**src/rtl/polymem_arbiter_pkg.sv**
```systemverilog
// Shared constants and types for the two-requester buffer arbiter.
package polymem_arbiter_pkg;

    localparam int unsigned MEM_AW       = 7;
    localparam int unsigned MEM_DW       = 48;
    localparam int unsigned NREQ         = 2;
    localparam int unsigned IDLE_TIMEOUT = 16;
    localparam int unsigned CNT_W        = 4;

    typedef logic [NREQ-1:0] req_vec_t;

    function automatic logic other_req(input logic idx);
        return ~idx;
    endfunction

endpackage

```
**src/rtl/polymem_arbiter_if.sv**
```systemverilog
// Requester-side bus of the arbiter: write/read requests, grants and returned data.
interface polymem_arbiter_if
    import polymem_arbiter_pkg::*;
#(
    parameter int unsigned AW = MEM_AW,
    parameter int unsigned DW = MEM_DW
);

    req_vec_t                   wr_req;
    req_vec_t                   wr_lock;
    logic [NREQ-1:0][AW-1:0]    wr_addr;
    logic [NREQ-1:0][DW-1:0]    wr_data;
    req_vec_t                   wr_gnt;

    req_vec_t                   rd_req;
    req_vec_t                   rd_lock;
    logic [NREQ-1:0][AW-1:0]    rd_addr;
    req_vec_t                   rd_gnt;
    req_vec_t                   rd_valid;
    logic [DW-1:0]              rd_data;

    modport master (
        output wr_req, wr_lock, wr_addr, wr_data, rd_req, rd_lock, rd_addr,
        input  wr_gnt, rd_gnt, rd_valid, rd_data
    );

    modport slave (
        input  wr_req, wr_lock, wr_addr, wr_data, rd_req, rd_lock, rd_addr,
        output wr_gnt, rd_gnt, rd_valid, rd_data
    );

endinterface

```
**src/rtl/polymem_arbiter_rr_lock_arb2.sv**
```systemverilog
// Two-way round-robin arbiter with burst lock and an idle-timeout release.
module rr_lock_arb2
    import polymem_arbiter_pkg::*;
(
    input  logic     clk,
    input  logic     reset,
    input  req_vec_t req,
    input  req_vec_t lock,
    input  logic     block,
    output req_vec_t gnt_c,
    output logic     cand_idx_c
);

    logic             ptr_q, ptr_d;
    logic             locked_q, locked_d;
    logic [CNT_W-1:0] idle_q, idle_d;
    logic             cand_vld_c;
    logic             lock_hold_c;

    // A held lock keeps the other requester out even while the owner is idle.
    always_comb begin
        lock_hold_c = locked_q & lock[ptr_q];
        cand_vld_c  = 1'b0;
        cand_idx_c  = ptr_q;
        if (req[ptr_q]) begin
            cand_vld_c = 1'b1;
        end else if (req[other_req(ptr_q)] && !lock_hold_c) begin
            cand_vld_c = 1'b1;
            cand_idx_c = other_req(ptr_q);
        end
    end

    // Kept apart from the candidate logic so block may depend on cand_idx_c.
    always_comb begin
        gnt_c = '0;
        if (cand_vld_c && !block && !reset) begin
            gnt_c[cand_idx_c] = 1'b1;
        end
    end

    always_comb begin
        ptr_d    = ptr_q;
        locked_d = locked_q;
        idle_d   = idle_q;
        if (!block) begin
            if (cand_vld_c) begin
                idle_d   = '0;
                locked_d = lock[cand_idx_c];
                ptr_d    = lock[cand_idx_c] ? cand_idx_c : other_req(cand_idx_c);
            end else if (lock_hold_c) begin
                if (idle_q == CNT_W'(IDLE_TIMEOUT - 1)) begin
                    locked_d = 1'b0;
                    idle_d   = '0;
                end else begin
                    idle_d = idle_q + CNT_W'(1);
                end
            end else begin
                locked_d = 1'b0;
                idle_d   = '0;
            end
        end
    end

    always_ff @(posedge clk) begin
        if (reset) begin
            ptr_q    <= 1'b0;
            locked_q <= 1'b0;
            idle_q   <= '0;
        end else begin
            ptr_q    <= ptr_d;
            locked_q <= locked_d;
            idle_q   <= idle_d;
        end
    end

endmodule

```
**src/rtl/polymem_arbiter.sv**
```systemverilog
// Arbitrates two requesters onto the write and read ports of an external dual-port buffer.
module polymem_arbiter
    import polymem_arbiter_pkg::*;
#(
    parameter int unsigned AW = MEM_AW,
    parameter int unsigned DW = MEM_DW
) (
    input  logic            clk,
    input  logic            reset,
    polymem_arbiter_if.slave bus,
    output logic            mem_cea,
    output logic [AW-1:0]   mem_ada,
    output logic [DW-1:0]   mem_din,
    output logic            mem_ceb,
    output logic            mem_oce,
    output logic [AW-1:0]   mem_adb,
    input  logic [DW-1:0]   mem_dout
);

    req_vec_t      wr_gnt_c, rd_gnt_c;
    req_vec_t      rd_valid_q, rd_valid_c;
    logic          wr_idx_c, rd_idx_c;
    logic          hazard_c;
    logic [DW-1:0] rd_data_q;

    rr_lock_arb2 u_wr_arb (
        .clk        (clk),
        .reset      (reset),
        .req        (bus.wr_req),
        .lock       (bus.wr_lock),
        .block      (1'b0),
        .gnt_c      (wr_gnt_c),
        .cand_idx_c (wr_idx_c)
    );

    rr_lock_arb2 u_rd_arb (
        .clk        (clk),
        .reset      (reset),
        .req        (bus.rd_req),
        .lock       (bus.rd_lock),
        .block      (hazard_c),
        .gnt_c      (rd_gnt_c),
        .cand_idx_c (rd_idx_c)
    );

    // A read colliding with this cycle's write waits one cycle and then sees the new word.
    always_comb begin
        hazard_c = (|wr_gnt_c) && (bus.wr_addr[wr_idx_c] == bus.rd_addr[rd_idx_c]);
    end

    always_comb begin
        mem_cea = |wr_gnt_c;
        mem_ada = '0;
        mem_din = '0;
        if (mem_cea) begin
            mem_ada = bus.wr_addr[wr_idx_c];
            mem_din = bus.wr_data[wr_idx_c];
        end
        mem_ceb = |rd_gnt_c;
        mem_oce = 1'b1;
        mem_adb = '0;
        if (mem_ceb) begin
            mem_adb = bus.rd_addr[rd_idx_c];
        end
        bus.wr_gnt = wr_gnt_c;
        bus.rd_gnt = rd_gnt_c;
    end

    // Reset squashes a read that is already in flight.
    always_comb begin
        rd_valid_c   = reset ? '0 : rd_valid_q;
        bus.rd_valid = rd_valid_c;
        bus.rd_data  = (|rd_valid_c) ? mem_dout : rd_data_q;
    end

    always_ff @(posedge clk) begin
        if (reset) begin
            rd_valid_q <= '0;
            rd_data_q  <= '0;
        end else begin
            rd_valid_q <= rd_gnt_c;
            if (|rd_valid_c) begin
                rd_data_q <= mem_dout;
            end
        end
    end

endmodule

```
**src/flat_wrapper.sv**
```systemverilog
// flat-port wrapper written by rule: the top's interface ports become plain ports
module polymem_arbiter_flat import polymem_arbiter_pkg::*;
#(
    parameter int unsigned AW = MEM_AW,
    parameter int unsigned DW = MEM_DW
)
  (clk, reset, mem_cea, mem_ada, mem_din, mem_ceb, mem_oce, mem_adb, mem_dout, bus_wr_req, bus_wr_lock, bus_wr_addr, bus_wr_data, bus_rd_req, bus_rd_lock, bus_rd_addr, bus_wr_gnt, bus_rd_gnt, bus_rd_valid, bus_rd_data);
  polymem_arbiter_if #(.AW(AW), .DW(DW)) bus_i ();
  input  logic clk;
  input  logic reset;
  output logic mem_cea;
  output logic [AW-1:0] mem_ada;
  output logic [DW-1:0] mem_din;
  output logic mem_ceb;
  output logic mem_oce;
  output logic [AW-1:0] mem_adb;
  input  logic [DW-1:0] mem_dout;
  input wire logic [$bits(bus_i.wr_req)-1:0] bus_wr_req;
  input wire logic [$bits(bus_i.wr_lock)-1:0] bus_wr_lock;
  input wire logic [$bits(bus_i.wr_addr)-1:0] bus_wr_addr;
  input wire logic [$bits(bus_i.wr_data)-1:0] bus_wr_data;
  input wire logic [$bits(bus_i.rd_req)-1:0] bus_rd_req;
  input wire logic [$bits(bus_i.rd_lock)-1:0] bus_rd_lock;
  input wire logic [$bits(bus_i.rd_addr)-1:0] bus_rd_addr;
  output wire logic [$bits(bus_i.wr_gnt)-1:0] bus_wr_gnt;
  output wire logic [$bits(bus_i.rd_gnt)-1:0] bus_rd_gnt;
  output wire logic [$bits(bus_i.rd_valid)-1:0] bus_rd_valid;
  output wire logic [$bits(bus_i.rd_data)-1:0] bus_rd_data;
  assign bus_i.wr_req = bus_wr_req;
  assign bus_i.wr_lock = bus_wr_lock;
  assign bus_i.wr_addr = bus_wr_addr;
  assign bus_i.wr_data = bus_wr_data;
  assign bus_i.rd_req = bus_rd_req;
  assign bus_i.rd_lock = bus_rd_lock;
  assign bus_i.rd_addr = bus_rd_addr;
  assign bus_wr_gnt = bus_i.wr_gnt;
  assign bus_rd_gnt = bus_i.rd_gnt;
  assign bus_rd_valid = bus_i.rd_valid;
  assign bus_rd_data = bus_i.rd_data;
  polymem_arbiter #(.AW(AW), .DW(DW)) u_core (.clk(clk), .reset(reset), .bus(bus_i), .mem_cea(mem_cea), .mem_ada(mem_ada), .mem_din(mem_din), .mem_ceb(mem_ceb), .mem_oce(mem_oce), .mem_adb(mem_adb), .mem_dout(mem_dout));
endmodule
```
**config.mk**
```make
export PLATFORM = sky130hd
export DESIGN_NAME = polymem_arbiter_flat
export DESIGN_NICKNAME = d
export VERILOG_FILES = /design/src/rtl/polymem_arbiter_pkg.sv /design/src/rtl/polymem_arbiter_if.sv /design/src/rtl/polymem_arbiter_rr_lock_arb2.sv /design/src/rtl/polymem_arbiter.sv /design/src/flat_wrapper.sv
export SDC_FILE = /design/constraint.sdc
export NUM_CORES = 1
export LEC_CHECK = 0
export CAP_MARGIN = 20
export CORE_MARGIN = 5
export CORE_UTILIZATION = 30
export CTS_CLUSTER_SIZE = 24
export DETAILED_ROUTE_END_ITERATION = 16
export DONT_BUFFER_PORTS = 1
export PLACE_DENSITY = 0.42
export SYNTH_ARGS = -nofsm -noshare
export SYNTH_HDL_FRONTEND = slang
export SYNTH_SLANG_ARGS = --single-unit
```
**constraint.sdc**
```tcl
create_clock -name clk -period 2.74 [get_ports clk]
set_clock_uncertainty 0.05 [all_clocks]
set_input_delay 0.548 -clock clk [delete_from_list [all_inputs] [get_ports clk]]
set_output_delay 0.548 -clock clk [all_outputs]
set_load 0.03 [all_outputs]
```
# Word level (Yosys, flattened, before mapping)
# Cells that the tools add are included.
dict set report classes {
  addsub 2
  magnitude_cmp 8
  n_eq_ne 5
  muxes 52
  bitwise 8
  n_reduce_logical 18
}
# op count
set ops {}
lappend ops {{two-way mux 48 bit} 4}
lappend ops {{two-way mux 7 bit} 6}
lappend ops {{two-way mux 1 bit} 34}
lappend ops {{less-than comparator 1 x 2 -> 1 bit (second input constant)} 6}
lappend ops {{two-way mux 4 bit} 3}
lappend ops {{adder 4 x 1 -> 4 bit (second input constant)} 2}
lappend ops {{equality test 4 bit (second input constant)} 2}
lappend ops {{logical AND 1 bit} 8}
lappend ops {{equality test 7 bit} 1}
lappend ops {{two-way mux 2 bit} 3}
lappend ops {{!= test 3 x 2 -> 1 bit (second input constant)} 2}
lappend ops {{inverter 1 bit} 6}
lappend ops {{OR reduction 2 bit} 3}
lappend ops {{logical NOT 1 bit} 4}
lappend ops {{AND reduction 2 bit} 2}
lappend ops {{OR reduction 4 bit} 1}
lappend ops {{AND 1 bit} 2}
lappend ops {{demux 1 bit (select 1 bit)} 2}
lappend ops {{greater-or-equal comparator 1 bit (second input constant)} 2}
dict set report totals {
  reg_bits 62
  in_bits 182
  wordCells 101
}

# Longest topological paths before layout
# Gate-level depths: netlist (run 1).
dict set report depth {
  word_depth 20
  depth_mapped 11
  ltp_nobuf 8
}

# Hierarchy
# Synthesis (run 1) repeated with hierarchy kept, for this count alone.
dict set report unflattened {
  hier_cells 429
  hier_area_um2 4023.9
}
# mod n_inst cells_per_inst area_per_inst_um2
set by_module_without_submodules {}
lappend by_module_without_submodules {polymem_arbiter 1 315 3139.3}
lappend by_module_without_submodules {{rr_lock_arb2 at u_core.u_rd_arb} 1 57 444.2}
lappend by_module_without_submodules {{rr_lock_arb2 at u_core.u_wr_arb} 1 57 440.4}

# Least setup slack after synthesis (run 1)
# OpenSTA, ideal clock, no wires.
dict set report synth_path {
  path_type {input to output}
  start {in bus_wr_lock[0]}
  end {out bus_rd_gnt[0]}
  arrival_time_ns 2.595
  slack_ns -0.453
  stages 11
  cell_sequence {and2_1 buf_2 o21ba_1 buf_2 o211ai_2 xnor2_1 and4_4 buf_6 a211o_1 buf_6 nor2_1}
}
dict set report synth_between {
  elab_chain_len 18
  word_cells_on_any_way 25
  cone_classes {order compare: 2; eq/ne: 1; mux: 12; bitwise: 1; reduce/logical: 9}
}
# element line_no
set synth_lines {}
lappend synth_lines {{from (decl)} flat_wrapper.sv:19} ;# input wire logic [$bits(bus_i.wr_lock)-1:0] bus_wr_lock;
lappend synth_lines {{two-way mux 1 bit (not written as such) * (2 in a row)} polymem_arbiter_rr_lock_arb2.sv:22} ;# lock_hold_c = locked_q & lock[ptr_q];
lappend synth_lines {{AND 1 bit *} polymem_arbiter_rr_lock_arb2.sv:22}
lappend synth_lines {{logical NOT 1 bit *} polymem_arbiter_rr_lock_arb2.sv:27} ;# end else if (req[other_req(ptr_q)] && !lock_hold_c) begin
lappend synth_lines {{logical AND 1 bit *} polymem_arbiter_rr_lock_arb2.sv:27}
lappend synth_lines {{two-way mux 1 bit} polymem_arbiter_rr_lock_arb2.sv:27}
lappend synth_lines {{two-way mux 1 bit} polymem_arbiter_rr_lock_arb2.sv:25} ;# if (req[ptr_q]) begin
lappend synth_lines {{less-than comparator 1 x 2 -> 1 bit (not written as such) or greater-or-equal comparator 1 bit (tied branches)} polymem_arbiter_rr_lock_arb2.sv:37} ;# gnt_c[cand_idx_c] = 1'b1;
lappend synth_lines {{logical AND 1 bit (not written as such)} polymem_arbiter_rr_lock_arb2.sv:37}
lappend synth_lines {{two-way mux 1 bit (not written as such)} polymem_arbiter_rr_lock_arb2.sv:37}
lappend synth_lines {{demux 1 bit (select 1 bit)} polymem_arbiter_rr_lock_arb2.sv:37}
lappend synth_lines {{two-way mux 2 bit} polymem_arbiter_rr_lock_arb2.sv:36} ;# if (cand_vld_c && !block && !reset) begin
lappend synth_lines {{OR reduction 2 bit} polymem_arbiter.sv:48} ;# hazard_c = (|wr_gnt_c) && (bus.wr_addr[wr_idx_c] == bus.rd_addr[rd_idx_c]);
lappend synth_lines {{logical AND 1 bit *} polymem_arbiter.sv:48}
lappend synth_lines {{logical NOT 1 bit *} --}
lappend synth_lines {{logical AND 1 bit * (2 in a row)} polymem_arbiter_rr_lock_arb2.sv:36}
lappend synth_lines {{two-way mux 2 bit *} polymem_arbiter_rr_lock_arb2.sv:36}
lappend synth_lines {{to (decl)} flat_wrapper.sv:26} ;# output wire logic [$bits(bus_i.rd_gnt)-1:0] bus_rd_gnt;
# Mark *: on every way between the ends. The rest lies on a longest branch, timed or not. The select of a mux whose other input is x is not followed.

# Final worst setup path (run 1)
dict set report layout_path {
  start {reg u_core.u_wr_arb.locked_q}
  end {out mem_adb[0]}
}
dict set report layout_between {
  elab_chain_len 18
  word_cells_on_any_way 25
  cone_classes {order compare: 2; eq/ne: 1; mux: 11; bitwise: 1; reduce/logical: 10}
}
# element line_no
set layout_lines {}
lappend layout_lines {{from (decl)} polymem_arbiter_rr_lock_arb2.sv:15} ;# logic locked_q, locked_d;
lappend layout_lines {{from (signal assigned)} polymem_arbiter_rr_lock_arb2.sv:71} ;# locked_q <= locked_d;
lappend layout_lines {{AND 1 bit *} polymem_arbiter_rr_lock_arb2.sv:22}
lappend layout_lines {{logical NOT 1 bit *} polymem_arbiter_rr_lock_arb2.sv:27}
lappend layout_lines {{logical AND 1 bit *} polymem_arbiter_rr_lock_arb2.sv:27}
lappend layout_lines {{two-way mux 1 bit} polymem_arbiter_rr_lock_arb2.sv:27}
lappend layout_lines {{two-way mux 1 bit} polymem_arbiter_rr_lock_arb2.sv:25}
lappend layout_lines {{less-than comparator 1 x 2 -> 1 bit (not written as such) or greater-or-equal comparator 1 bit (tied branches)} polymem_arbiter_rr_lock_arb2.sv:37}
lappend layout_lines {{logical AND 1 bit (not written as such)} polymem_arbiter_rr_lock_arb2.sv:37}
lappend layout_lines {{two-way mux 1 bit (not written as such)} polymem_arbiter_rr_lock_arb2.sv:37}
lappend layout_lines {{demux 1 bit (select 1 bit)} polymem_arbiter_rr_lock_arb2.sv:37}
lappend layout_lines {{two-way mux 2 bit} polymem_arbiter_rr_lock_arb2.sv:36}
lappend layout_lines {{OR reduction 2 bit} polymem_arbiter.sv:48}
lappend layout_lines {{logical AND 1 bit *} polymem_arbiter.sv:48}
lappend layout_lines {{logical NOT 1 bit *} --}
lappend layout_lines {{logical AND 1 bit * (2 in a row)} polymem_arbiter_rr_lock_arb2.sv:36}
lappend layout_lines {{two-way mux 2 bit *} polymem_arbiter_rr_lock_arb2.sv:36}
lappend layout_lines {{OR reduction 2 bit *} polymem_arbiter.sv:59} ;# mem_ceb = |rd_gnt_c;
lappend layout_lines {{two-way mux 7 bit *} polymem_arbiter.sv:62} ;# if (mem_ceb) begin
lappend layout_lines {{to (decl)} flat_wrapper.sv:16} ;# output logic [AW-1:0] mem_adb;
# Marked as above.

==> summary.md, run 1 <==
| Metric | Value |
|---|---|
| Run status | finished with violations |
| Failing checks | setup timing |
| Final count of hold timing violations | 0 |
| Fin worst setup slack | -0.257 ns |
| Hold path start | reset |
| Worst r2r path cells | 7 |
| RR Startpoint | u_core.u_rd_arb.locked_q$_SDFFE_PP0P_ |
| FMAX | 0.334 GHz |
| DR vias/cell | 5.10 |
| Ys async rst share | 0% |
| Cell Area, Synth | 4050 um^2 |
| Clock Latency Late Sink | 0.32 ns |
| Initial drt markers | 140 |
| Synth warnings | 0 |
| Yosys cell types | 45 |
| VDD IR max | 0.224 mV |
| Hold EP | u_core.rd_data_q[8]$_SDFF_PP0_ |
| Main synth FF type | dfxtp_1 |
| Met3 wire len | 1.32 mm |
| Pwr Density | between 600 and 700 nW/um^2 |
| Slew Limit Fails | 0 |
| Met2 WL | 6.57 mm |
| Grt ovf | 0 |
| Post-synthesis sequential area ratio | 30.6% |
| Total of max-cap violations | 0 |
| Num CTS Buffers | 9 |
| Final setup fails | 10 |
| R2r setup slk | 0.51 ns |
| Worst-path fanout max | 7 |
| Most common cell in the synthesized netlist | nand2_1 |
| Fin crit period | 3.00 ns |
| Final cell count without fillers | 763 |
| Post-Place Cells | ~740 |
| DRC violations left | 0 |
| Design Power | roughly 3.4 mW |
| Root Buffer | clkbuf_16 |
| WS Path Type | reg -> out |
| First-pass GRT wire length | 20.9 mm |
| PortBufs | 0 |
| Metal1 wirelength | 5.58 mm |
| Ports | 301 |
| Antenna Nets Post-Route | 0 |
| Number of global-route vias before repair | 4018 |
| Critical path's slowest cell | dfxtp_2 |
| CORE AREA | 13200 um^2 |
| WHS Path Cells | 1 |
| Class of the worst hold path | in -> reg |
| Syn Nets | 713 |
| EDFF count, synth | 0 |
| Clk sink count | 62 |
| Routed WL | ~14 mm |
| Die X | 126 um |
| Synthesis-to-layout area growth | 36.6% |
| Worst Setup End Kind | output port |
| RSZ-0062 raised after global routing | true |
| Tcrit/Tclk final | 109% |
| CTS clock-pin slew for the worst setup and hold paths | 0.05 ns |
| Synthesized instance count | 529 |
| Longest Clk Path Bufs | 2 |
| Initial core utilization | between 30% and 40% |
| WL per Instance | 18.0 um |
| Startpoint Class | flip-flop |
| Ratio of cells with drive above 1 in the final layout | 39.4% |
| Top-area cell type share of the netlist area | 30.6% |
| Max layer used | met4 |
| Pre-CTS setup slack | -0.230 ns |
| Die height | between 100 and 150 um |
| Pre-Repair DR Iteration Count | 4 |
| Top cells by count, synth | 100 x nand2_1, 64 x nor2b_1, 62 x dfxtp_1 |
| RR Endpoint | u_core.u_rd_arb.idle_q[1]$_SDFFE_PP0N_ |
| Hold Buf Count CTS | 0 |
| Fin nets | ~770 |
| H-tree lvl count | 3 |
| Synth top area cells | dfxtp_1 31%, mux2_2 13%, nor2b_1 9.9% |
| Largest net degree at the start of global routing | 64 |
| Vias | just under 4000 |
| Critical Path RT | around 2.1 ns |
| Initial antenna violation count | 0 |
| Die ar. | 15900 um^2 |
| Core Rows | 42 |
| Leak pwr | 2.23 nW |
| Syn Area/Cell | 7.66 um^2 |
| Seq cells post-synth | 62 |
| CTS tree | built |
| Cell Chain, Critical Path | and2_2 > o21ai_0 > o211ai_4 > xnor2_2 > and4_4 > a211o_1 > buf_6 > nor2b_4 |
| DP HPWL | about 11 mm |
| WP data arrival | 2.40 ns |
| ANT cells | 0 |
| Slowest stage delay, CP | 0.33 ns |
| Synth area leader | dfxtp_1 |
| Total Routing Usage GR | 15.9% |
| GPL Wtd Cong | approximately 0.86 |
==> report_power, final <==
part	switching [mW]	total [mW]	leakage (nW)	internal, mW
clock network	0.368	1.21	0.155	0.840
registers	0.0210	0.978	0.507	0.957
logic	0.760	1.21	1.57	0.447
total	1.15	3.39	2.23	2.24
==> metal layers <==
layer  global-route usage, %  vias up
li1                        -     1911
met1                    19.6     1759
met2                    25.7      203
met3                    5.59       18
met4                    5.80        0
met5                       0        -
==> cell type report <==
cell class / instances / area, um^2
sequential: 62 / 1250
clock buffer: 12 / 256
timing repair buffer: 82 / 713
inverter: 7 / 26.3
clock inverter: 3 / 67.6
fill: 1329 / 7710
tap: 176 / 220
multi-input combinational: 421 / 3010
==> sequential cells by signal (all words and copies together) (netlist names) <==
register                  count
u_core.rd_data_q             48
u_core.rd_valid_q             2
u_core.u_rd_arb.idle_q        4
u_core.u_rd_arb.locked_q      1
u_core.u_rd_arb.ptr_q         1
u_core.u_wr_arb.idle_q        4
u_core.u_wr_arb.locked_q      1
u_core.u_wr_arb.ptr_q         1
==> what timing repair did <==
item	4_1_cts	5_1_grt
setup buffers	4	1
gates resized for setup	19	15
setup endpoints to repair	22	56
pin swaps	23	4
gates cloned	0	0
==> cells in the final DEF, fill, tap and decap left out, types with 3 or more instances in the layout <==
cell type	n
a21oi_1	7
clkbuf_16	9
buf_12	6
a21oi_2	35
nor3_1	4
nand2b_1	7
and2_2	8
o21ai_1	4
dfxtp_2	4
mux2_2	48
nand3_1	21
xnor2_1	3
buf_4	70
nand2_1	99
dfxtp_1	58
mux2i_1	3
a21oi_4	14
nor2_1	14
buf_6	6
and2_4	3
nor2b_1	63
inv_1	5
o22ai_1	3
o21ai_0	22
nor2b_4	8
xor2_1	5
o211ai_1	20
==> cells by family (layout without fill, tap and decap cells) <==
family                     count (synthesis)  in the layout  synth area share (%)
other                                      1              1                0.0926
buffers and inverters                     46            104                  4.85
muxes                                     51             51                  14.1
DFF                                       62             62                  30.6
xor gates and xnor gates                   9              9                  1.95
and+or+nand+nor                          237            237                  29.6
AOI/OAI and AO/OA                        121            121                  18.2
adders and majority gates                  2              2                 0.618
==> per-stage QoR <==
step | hold slack (ns) | setup TNS [ns] | util, % | cell area [um^2]
4_1_cts | 0.234 | -2.48 | 41.5 | 5490
3_5_place_dp | 0.391 | -2.06 | 38.3 | 5080
3_3_place_gp | 0.381 | -1.84 | 38.3 | 5080
2_1_floorplan | 0.368 | -2.76 | - | 4370
6_report | 0.250 | -2.35 | 41.8 | 5540
5_1_grt | 0.228 | -4.61 | 41.8 | 5540
==> how the worst max path moves through the flow <==
| stage | from | endpoint | slack (ns) | cells past startpoint |
|---|---|---|---|---|
| after floorplan | bus_wr_lock[0] | bus_rd_gnt[1] | -0.29 | 10 |
| after global placement | bus_rd_req[1] | mem_adb[1] | -0.21 | 8 |
| after detailed placement | bus_rd_req[1] | mem_adb[6] | -0.23 | 9 |
| after CTS | u_core.u_rd_arb.locked_q$_SDFFE_PP0P_ | mem_adb[0] | -0.27 | 8 |
| after global routing | u_core.u_rd_arb.locked_q$_SDFFE_PP0P_ | mem_adb[3] | -0.40 | 8 |
| final | u_core.u_wr_arb.locked_q$_SDFFE_PP0P_ | mem_adb[0] | -0.26 | 8 |
==> worst max-delay path, delay by kind of cell (launching register included) <==
family | cells | cell delay, ns
AO/OA/AOI/OAI | 3 | 0.79
AND/OR/NAND/NOR | 3 | 0.63
flip-flops | 1 | 0.33
buffers and inverters | 1 | 0.17
XOR/XNOR | 1 | 0.16
Note: power is estimated with default switching activity, not from simulation.
==> inputs of run 2 (changes only) <==
- DONT_BUFFER_PORTS: 1 -> unset
- PLACE_DENSITY: 0.42 -> 0.69
- SKIP_LAST_GASP: unset -> 1
- clock period: 2.74 -> 3.32 ns (I/O delays scaled with it)
==> run 2 against run 1 <==
Compared with the run above:
- the run still ends with setup timing left
- clock-buffer cell count down 1
- cell count is 37% higher
- register-to-register slack improved by 0.39 ns
- global-route usage increased by 4.7 points
- die area stayed put
- sequential power fell by 17%
- first-iteration DRC count up 66%
- flip-flop and latch count did not move
- critical endpoint is now mem_adb[3]
- highest routed layer is now met5
==> summary.md, run 2 (synthesized netlist as in run 1, its figures left out) <==
| Metric | Value |
|---|---|
| Failing checks | setup timing |
| Slew @ Worst Pin | roughly 0.5 ns |
| Routed WL | 17.6 mm (+29%) |
| Worst Setup End Kind | output port |
| Fin crit period | 3.36 ns |
| Setup TNS | -0.260 ns (+2.09 ns) |
| Final setup fails | 8 (-2) |
| Total Routing Usage GR | 20.6% (+4.7 points) |
| DP HPWL | 14.1 mm (+29%) |
| DR vias/cell | 4.89 (-4.2%) |
| Max-slew headroom | 66.1% |
| Die X | 126 um (unchanged) |
| Initial antenna violation count | 2 (+2) |
| Fin nets | 1046 (+36%) |
| Grt ovf | 0 (unchanged) |
| Fill count | 1122 (-16%) |
| Leak pwr | 3.52 nW (+58%) |
| Met2 WL | 8.93 mm (+36%) |
| Clock share of power | 28.5% (-7.1 points) |
| Met3 wire len | 1.51 mm (+15%) |
| Antenna Nets Post-Route | 0 (unchanged) |
| Switching power | 1.03 mW (-10%) |
| Total of max-cap violations | 0 (unchanged) |
| Sw frac | 32.7% (-1.1 points) |
| Largest Register | u_core.rd_data_q |
| Most frequent cells in the layout | 204 x clkdlybuf4s50_1, 98 x nand2_1, 91 x buf_4 |
| DRC violations left | 0 (unchanged) |
| Number of global-route vias before repair | 5091 (+27%) |
| Tcrit/Tclk final | 101% |
| CP Launch Point | bus_rd_req[1] |
| Pwr Density | 380 nW/um^2 (-38%) |
| Vias | 5092 (+31%) |
| Pint | 2.11 mW (-5.9%) |
| First-pass GRT wire length | 26.6 mm (+27%) |
| Max FFs per register | 48 (unchanged) |
| Slowest stage delay, CP | 0.37 ns (+0.04 ns) |
| Root Buffer | clkbuf_16 |
| RR Startpoint | u_core.u_rd_arb.ptr_q$_SDFFE_PP0P_ |
| PortBufs | 299 (+299) |
| Run status | finished with violations |
| VDD IR max | 0.310 mV (+39%) |
| Die height | 126 um (unchanged) |
| Combinational share of power | 45.6% (+10 points) |
| Sequential share of power | 25.9% (-2.9 points) |
| Class of the worst hold path | reg -> reg |
| Initial core utilization | 30.6% (unchanged) |
| Largest regs | u_core.rd_data_q (48), u_core.u_rd_arb.idle_q (4), u_core.u_wr_arb.idle_q (4) |
| Initial drt markers | 233 (+66%) |
| Metal1 wirelength | 6.68 mm (+20%) |
| Design Area, Final | 8250 um^2 (+49%) |
| Critical path's slowest cell | a211o_4 |
| Ports | 301 (unchanged) |
| H-tree lvl count | 3 (unchanged) |
| CTS tree | built |
| ANT cells | 0 (unchanged) |
| Cell Chain, Critical Path | buf_8 > nand2b_4 > buf_4 > o211ai_1 > o211ai_1 > buf_4 > xnor2_2 > and4_4 > a211o_4 > buf_12 > nor2b_4 > buf_6 |
| Fin worst setup slack | -0.0429 ns (+0.214 ns) |
| Die ar. | 15900 um^2 (unchanged) |
| WS Path Type | in -> out |
| Synthesis-to-layout area growth | 104% |
| RSZ-0062 raised after global routing | true |
| FMAX | 0.297 GHz |
| WL per Instance | 16.9 um (-5.8%) |
| CTS clock-pin slew for the worst setup and hold paths | 0.05 ns (about the same) |
| Ratio of cells with drive above 1 in the final layout | 28.6% (-11 points) |
| Num CTS Buffers | 9 (unchanged) |
| R2r setup slk | 0.90 ns (+0.39 ns) |
| Longest Clk Path Bufs | 2 (unchanged) |
| Placed Area | 7580 um^2 (+49%) |
| Max layer used | met5 |
| RR Endpoint | u_core.u_rd_arb.idle_q[1]$_SDFFE_PP0N_ |
| Largest net degree at the start of global routing | 52 (-19%) |
| Pre-Repair DR Iteration Count | 5 (+1) |
| Worst r2r path cells | 6 (-1) |
| Clock Latency Late Sink | 0.32 ns (about the same) |
| CORE AREA | 13200 um^2 (unchanged) |
| Critical Path RT | 2.61 ns (+0.47 ns) |
| Startpoint Class | input pin |
| Core Rows | 42 (unchanged) |
| WP data arrival | 2.65 ns (+0.25 ns) |
| Slew Limit Fails | 0 (unchanged) |
| Worst-path fanout max | 7 (unchanged) |
| Crit path to | mem_adb[3] |
| Leading cell type in the layout, fill and taps excluded | clkdlybuf4s50_1 |
| Clk sink count | 62 (unchanged) |
| Final count of hold timing violations | 0 (unchanged) |
| GPL Wtd Cong | 0.914 (+6.4%) |
## run 2: cell types whose count changed in the layout (fill, tap and decap cells not counted), sizes merged
cell           before  now
dlymetal6s2s        0    5
buf                82  140
clkbuf             12   11
dlygate4sd2         0   10
clkdlybuf4s50       0  204
bufinv              2    1
clkdlybuf4s15       0    2
clkinv              0    2
## run 2: worst min path at each step
stage                                    startpoint  slack (ns)  cells after the start                                    to
6_report       u_core.u_wr_arb.idle_q[0]$_SDFF_PP0_        0.41                      1  u_core.u_wr_arb.idle_q[0]$_SDFF_PP0_
2_1_floorplan  u_core.u_wr_arb.idle_q[0]$_SDFF_PP0_        0.37                      1  u_core.u_wr_arb.idle_q[0]$_SDFF_PP0_
3_5_place_dp   u_core.u_wr_arb.idle_q[0]$_SDFF_PP0_        0.39                      1  u_core.u_wr_arb.idle_q[0]$_SDFF_PP0_
5_1_grt        u_core.u_wr_arb.idle_q[0]$_SDFF_PP0_        0.45                      1  u_core.u_wr_arb.idle_q[0]$_SDFF_PP0_
4_1_cts        u_core.u_wr_arb.idle_q[0]$_SDFF_PP0_        0.41                      1  u_core.u_wr_arb.idle_q[0]$_SDFF_PP0_
3_3_place_gp   u_core.u_wr_arb.idle_q[0]$_SDFF_PP0_        0.38                      1  u_core.u_wr_arb.idle_q[0]$_SDFF_PP0_
## run 2: final cells by class
type                    count  area (um^2)  share of cell area [%]
repair buffers            361         3670                    44.5
multi-input cells         421         2800                    34.0
flip-flops and latches     62         1240                    15.1
clock buffers              11          243                    2.94
well taps                 176          220                    2.67
clock inverters             4         47.5                   0.576
inverters                   7         26.3                   0.318
## run 2: worst max-delay path, delay by kind of cell
kind | cells | cell delay [ns]
AOI/OAI and AO/OA | 3 | 0.67
xor gates and xnor gates | 1 | 0.13
buffers and inverters | 5 | 0.72
and+or+nand+nor | 3 | 0.44
## run 2: timing repair
item	CTS	global route
gates cloned	1	0
resized for setup	81	44
pin swaps	19	21
buffers inserted	9	7
endpoints found under the setup margin	60	26
hold buffers	0	0
## run 2: metrics by stage
step,hold slack (ns),util [%],std cells,power [mW],setup WS (ns)
4_1_cts,0.409,60.8,1035,3.12,-0.0281
3_5_place_dp,0.395,57.3,1010,2.17,-0.490
5_1_grt,0.446,62.3,1042,3.28,-0.110
3_3_place_gp,0.377,57.3,1010,2.16,-0.419
6_report,0.407,62.3,1042,3.14,-0.0429
2_1_floorplan,0.368,-,529,1.50,-0.0000462
## run 2: power groups by stage
stage                     combinational (mW)  sequential (mW)  clock, mW
after floorplan                        0.689            0.813          0
after global placement                  1.33            0.821          0
after detailed placement                1.35            0.825          0
after CTS                               1.39            0.811      0.922
after global routing                    1.52            0.817      0.951
final                                   1.43            0.813      0.895
## run 2: per-layer routing
metal | vias to the layer above | GRT usage (%)
met3 | 30 | 6.60
met5 | - | 0
li1 | 2472 | -
met2 | 240 | 37.0
met4 | 4 | 6.81
met1 | 2346 | 23.0
==> inputs of run 3 (changes only) <==
- SLEW_MARGIN: unset -> 20
==> results of run 3 <==
The final DEF is identical to that of run 2; final timing and power are the same.
